==> config.mk <==
export PLATFORM = sky130hd
export DESIGN_NAME = cam_frame_writer
export DESIGN_NICKNAME = d
export VERILOG_FILES = /design/src/rtl/cam_frame_writer.sv
export SDC_FILE = /design/constraint.sdc
export NUM_CORES = 1
export LEC_CHECK = 0
export BUFFER_PORTS_ARGS = -buffer_cell sky130_fd_sc_hd__buf_2
export CELL_PAD_IN_SITES_DETAIL_PLACEMENT = 0
export CELL_PAD_IN_SITES_GLOBAL_PLACEMENT = 1
export CORE_ASPECT_RATIO = 0.9
export CORE_UTILIZATION = 35
export DETAILED_ROUTE_END_ITERATION = 12
export HOLD_SLACK_MARGIN = 0.12
export PLACE_DENSITY = 0.72
export SYNTH_ARGS = -nofsm -noshare
export SYNTH_HDL_FRONTEND = slang
export SYNTH_SLANG_ARGS = --single-unit
==> constraint.sdc <==
create_clock -name i_clk -period 2.25 [get_ports i_clk]
set_input_delay 0.1125 -clock i_clk [delete_from_list [all_inputs] [get_ports i_clk]]
set_output_delay 0.1125 -clock i_clk [all_outputs]
set_load 0.02 [all_outputs]
==> src/rtl/cam_frame_writer.sv <==
// Captures one decimated grayscale (Y-only) frame from a YUV422 camera bus into an 8-bit video RAM.
// Latency: 3 clk from a camera pclk rise to its RAM write; no backpressure, so the camera bus is never stalled.
module cam_frame_writer #(
    parameter int DEC_X       = 4,
    parameter int DEC_Y       = 4,
    parameter int FRAME_BYTES = 19200,
    parameter int Y_FIRST     = 1
) (
    input  logic        i_clk,
    input  logic        i_rst,
    input  logic        i_cam_pclk,
    input  logic        i_cam_vsync,
    input  logic        i_cam_href,
    input  logic [7:0]  i_cam_data,
    input  logic        i_start,
    output logic        o_busy,
    output logic        o_done,
    output logic        o_frame_short,
    output logic [14:0] o_byte_count,
    output logic [14:0] o_ram_address,
    output logic [7:0]  o_ram_data,
    output logic        o_ram_wren
);

    localparam int          XW        = (DEC_X > 1) ? $clog2(DEC_X) : 1;
    localparam int          YW        = (DEC_Y > 1) ? $clog2(DEC_Y) : 1;
    localparam logic [14:0] FB15      = 15'(FRAME_BYTES);
    localparam logic [14:0] LAST_ADDR = 15'(FRAME_BYTES - 1);
    localparam logic        Y_PHASE   = (Y_FIRST != 0) ? 1'b0 : 1'b1;

    typedef enum logic [1:0] {S_IDLE, S_WAIT_VS, S_CAPTURE, S_DONE} state_t;

    state_t      r_state;
    state_t      w_state_nxt;

    logic        r_pclk_s1, r_pclk_s2, r_pclk_d;
    logic        r_href_s1, r_href_s2, r_href_d;
    logic        r_vs_s1, r_vs_s2, r_vs_d;
    logic [7:0]  r_data_s1, r_data_s2;

    logic        r_vs_seen;
    logic        r_phase;
    logic [XW-1:0] r_pix_mod;
    logic [YW-1:0] r_line_mod;
    logic [14:0] r_byte_count;
    logic [14:0] r_ram_address;
    logic [7:0]  r_ram_data;
    logic        r_ram_wren;

    logic        w_pclk_edge;
    logic        w_href_fall;
    logic        w_vs_rise;
    logic        w_keep;

    // Every camera input sees the same two-stage delay, so data, href and
    // vsync sampled at the detected pclk edge belong to that same byte.
    always_ff @(posedge i_clk) begin
        if (i_rst) begin
            r_pclk_s1 <= 1'b0; r_pclk_s2 <= 1'b0; r_pclk_d <= 1'b0;
            r_href_s1 <= 1'b0; r_href_s2 <= 1'b0; r_href_d <= 1'b0;
            r_vs_s1   <= 1'b0; r_vs_s2   <= 1'b0; r_vs_d   <= 1'b0;
            r_data_s1 <= '0;   r_data_s2 <= '0;
        end else begin
            r_pclk_s1 <= i_cam_pclk;  r_pclk_s2 <= r_pclk_s1; r_pclk_d <= r_pclk_s2;
            r_href_s1 <= i_cam_href;  r_href_s2 <= r_href_s1; r_href_d <= r_href_s2;
            r_vs_s1   <= i_cam_vsync; r_vs_s2   <= r_vs_s1;   r_vs_d   <= r_vs_s2;
            r_data_s1 <= i_cam_data;  r_data_s2 <= r_data_s1;
        end
    end

    assign w_pclk_edge = r_pclk_s2 & ~r_pclk_d;
    assign w_href_fall = ~r_href_s2 & r_href_d;
    assign w_vs_rise   = r_vs_s2 & ~r_vs_d;

    // A byte arriving as the frame closes is dropped so no write lands in DONE.
    assign w_keep = (r_state == S_CAPTURE) && w_pclk_edge && r_href_s2 && !w_vs_rise
                 && (r_phase == Y_PHASE) && (r_pix_mod == '0) && (r_line_mod == '0)
                 && (r_byte_count < FB15);

    always_ff @(posedge i_clk) begin
        if (i_rst) r_state <= S_IDLE;
        else       r_state <= w_state_nxt;
    end

    always_comb begin
        w_state_nxt = r_state;
        case (r_state)
            S_IDLE:    if (i_start) w_state_nxt = S_WAIT_VS;
            S_WAIT_VS: if (r_vs_seen && !r_vs_s2) w_state_nxt = S_CAPTURE;
            S_CAPTURE: if (w_vs_rise) w_state_nxt = S_DONE;
            S_DONE:    w_state_nxt = S_IDLE;
            default:   w_state_nxt = S_IDLE;
        endcase
    end

    always_comb begin
        o_busy        = (r_state != S_IDLE);
        o_done        = (r_state == S_DONE);
        o_frame_short = (r_state == S_DONE) && (r_byte_count < FB15);
    end

    always_ff @(posedge i_clk) begin
        if (i_rst) begin
            r_vs_seen     <= 1'b0;
            r_phase       <= 1'b0;
            r_pix_mod     <= '0;
            r_line_mod    <= '0;
            r_byte_count  <= '0;
            r_ram_address <= '0;
            r_ram_data    <= '0;
            r_ram_wren    <= 1'b0;
        end else begin
            r_ram_wren <= w_keep;
            if (w_keep) r_ram_data <= r_data_s2;

            case (r_state)
                S_IDLE: begin
                    r_vs_seen <= 1'b0;
                    if (i_start) begin
                        r_byte_count  <= '0;
                        r_ram_address <= '0;
                    end
                end
                S_WAIT_VS: begin
                    if (r_vs_s2) r_vs_seen <= 1'b1;
                    r_phase    <= 1'b0;
                    r_pix_mod  <= '0;
                    r_line_mod <= '0;
                end
                S_CAPTURE: begin
                    if (w_href_fall) begin
                        r_phase    <= 1'b0;
                        r_pix_mod  <= '0;
                        r_line_mod <= (r_line_mod == YW'(DEC_Y - 1)) ? '0 : r_line_mod + 1'b1;
                    end else if (w_pclk_edge && r_href_s2) begin
                        r_phase <= ~r_phase;
                        if (r_phase)
                            r_pix_mod <= (r_pix_mod == XW'(DEC_X - 1)) ? '0 : r_pix_mod + 1'b1;
                    end
                end
                default: ;
            endcase

            // Address follows the count but parks on the last location once the frame is full.
            if (r_ram_wren) begin
                r_byte_count <= r_byte_count + 15'd1;
                if (r_ram_address != LAST_ADDR) r_ram_address <= r_ram_address + 15'd1;
            end
        end
    end

    assign o_byte_count  = r_byte_count;
    assign o_ram_address = r_ram_address;
    assign o_ram_data    = r_ram_data;
    assign o_ram_wren    = r_ram_wren;

endmodule

==> results.toml <==
[min_path]
hp-class = "input pin to flop"
hp-start = "i_start"

[synthesis]
synth-compound-area-share = 0.143
async_flop_share = 0
synth_top_family_by_area = "simple AND/OR/NAND/NOR gates"
syn_avg_cell_area_sq_um = 9.14
synth-simple-area-share = 0.240
ys_types = 48
synthAdderAreaFrac = 0.0447
synth_edf_count = 0
synth_seq_cells = 72
synth.area.mux_share = 0.0463
yosysWarnings = 0
synth_nets = 362
seq_area_frac_synth = 0.468
synthXorXnorAreaFrac = 0.0227
ys.flop_type = "dfxtp_1"
synth.cell_area_sq_um = 3080
netlist_instances = 337

[routing]
wl_met2_mm = 3.07
drtPass1Iterations = 4
top_layer = "met4"
vias_per_cell = 4.79
wl_met1_mm = 3.31
dr_wl_met3_um = 342
wl_mm = 6.77
drt_iter0_markers = 72
dr_total_vias = 2556
wl_per_cell_um = 12.7
drc = 0
antenna_left = 0

[critical_path]
worst_ep_arrival_time_ns = 2.23
r2r-start = "o_ram_address[0]"
cp-end-kind = "flop"
path_max_fanout = 10
crit_path_start = "o_ram_address[0]"
path_class = "flop to flop"
crit_path_start_kind = "flop"
cp.required_ns = 2.54

[power_and_ir_drop]
p_leak_nw = 1.63
irDropWorstVdd_mv = 0.603
power_density_nw_per_um2 = 739

[status]
outcome = "finished, final reports clean"

[grt]
grt_pass1_wl_mm = 11.0
grt_pass1_vias = 2342
grt-ovfl-total = 0
grtUsageTotal = 0.153
grt_max_degree = 54
antenna_found_initial = 0

[sta]
finalSetupTns_ns = 0
fin_crit_sh = 0.864
finalCriticalPeriod_ns = 1.94
tightest_slew_ns = 0.542
fmax_mhz = 515
setup_slack_ns = 0.306
final_max_slew_viol_count = 0
max-slew-margin-rel = 0.639
skew_ns = 0.0110
grt_setup_unrepaired = "false"
hold_ws_ns = 0.240
setup_viol = 0
hold_violations = 0

[layout]
fin_util = 0.447
mostFrequentLayoutCells = "dfxtp_1 (72), buf_2 (55), nor2_1 (34)"
finalNetCount = 435
area_growth_pct = 24.2
layout-drive-gt1-share = 0.210
fillCellCount = 878
final_cells = 534
diodes = 0
final_common_cell = "dfxtp_1"

[clock_network]
cts_tree = "done"
clkSinkCount = 72
root_buffer = "clkbuf_8"
clk_pin_slew_ns = 0.08
cts_buffers = 9
clock_path_buffers = 2
htreeDepth = 3
cts_setup_buffers = 0
worstSkewPairLatency_ns = 0.35

[placed_design]
dp_hpwl_mm = 4.70
dp_slack_ns = 0.218
gp_congestion = 0.770
place_inst = 506
port_buffers = 55

[floorplan]
core_sq_um = 8570
die_w_um = 101
fp.dieH_um = 91
io-pin-count = 56
die_area_sq_um = 9180
num_rows = 32
initial_core_util = 0.360

[job]
drv_cap = 0
cell families (layout without fill, tap and decap cells):
family                   after synthesis  after routing
buffers and inverters                 29            107
multiplexers                          14             14
AO/OA/AOI/OAI                         65             65
XOR/XNOR                               8              8
flip-flops                            72             72
AND/OR/NAND/NOR                      138            138
adder cells (fa/ha/maj)               11             11
cell usage after synthesis (all sizes together) (3+ instances only):
master	n	area share
dfxtp	72	0.47
nor2	34	0.041
nor2b	26	0.053
nand2	21	0.026
a21oi	19	0.031
inv	17	0.021
nand3	16	0.026
o21ai	13	0.021
mux2i	12	0.039
clkbuf	11	0.013
ha	11	0.045
a21o	8	0.019
and3	7	0.014
nand4	6	0.012
nor3	6	0.0097
a31oi	5	0.010
and4	5	0.015
xor2	5	0.014
a311oi	4	0.011
and2	4	0.0085
nand3b	3	0.0073
nor3b	3	0.0089
xnor2	3	0.0085
worst max-delay path, cell delays in order (launching register included):
cell and delay [ns]:
dfxtp_1 0.36, ha_1 0.25, and4_1 0.25, a41oi_4 0.33, nand2_1 0.24, or3_1 0.39, nand3_1 0.08
where the power goes:
group / internal [W] / total (W) / switching (W)
combinational: 0.000207 / 0.000523 / 0.000316
sequential: 0.00132 / 0.00134 / 0.0000256
clock: 0.000419 / 0.000964 / 0.000545
registers in the layout, summed over array words and instances (netlist names), 2 cells and up:
name	cells
r_state	2
r_data_s2	8
r_line_mod	2
o_ram_address	15
r_data_s1	8
o_ram_data	8
r_pix_mod	2
o_byte_count	15
path summary, 6_finish.rpt:
kind | to | slack, ns | cells after the start
max | o_ram_address[13] | 0.31 | 6
min | o_ram_address[2] | 0.24 | 4
max reg2reg | o_ram_address[13] | 0.31 | 6
min reg2reg | r_href_s2 | 0.43 | 1
metal layers:
metal	up-vias	track usage
met4	0	0.0326
met1	1165	0.191
met2	56	0.252
met3	6	0.0539
met5	-	0
li1	1329	-
final cells by class:
cell class	instances	area (sq um)	area share
clock buffers	9	124	0.0324
multi-input cells	236	1540	0.403
flip-flops and latches	72	1440	0.377
clock inverters	7	60.1	0.0157
repair buffers	74	448	0.117
well taps	119	149	0.0389
inverters	17	63.8	0.0167
through the flow:
step	area (sq um)	power, W
floorplan	3080	0.00173
global placement	3510	0.00188
detailed placement	3510	0.00188
CTS	3820	0.00287
global route	3830	0.00300
finish	3830	0.00283
timing repair:
| item | in CTS | in global routing |
|---|---|---|
| setup endpoints to repair | 0 | 2 |
| endpoints found under the hold margin | 17 | 0 |
| hold buffers | 12 | 0 |
| gates resized for setup | 0 | 1 |
Power figures use the tool's default switching activity.
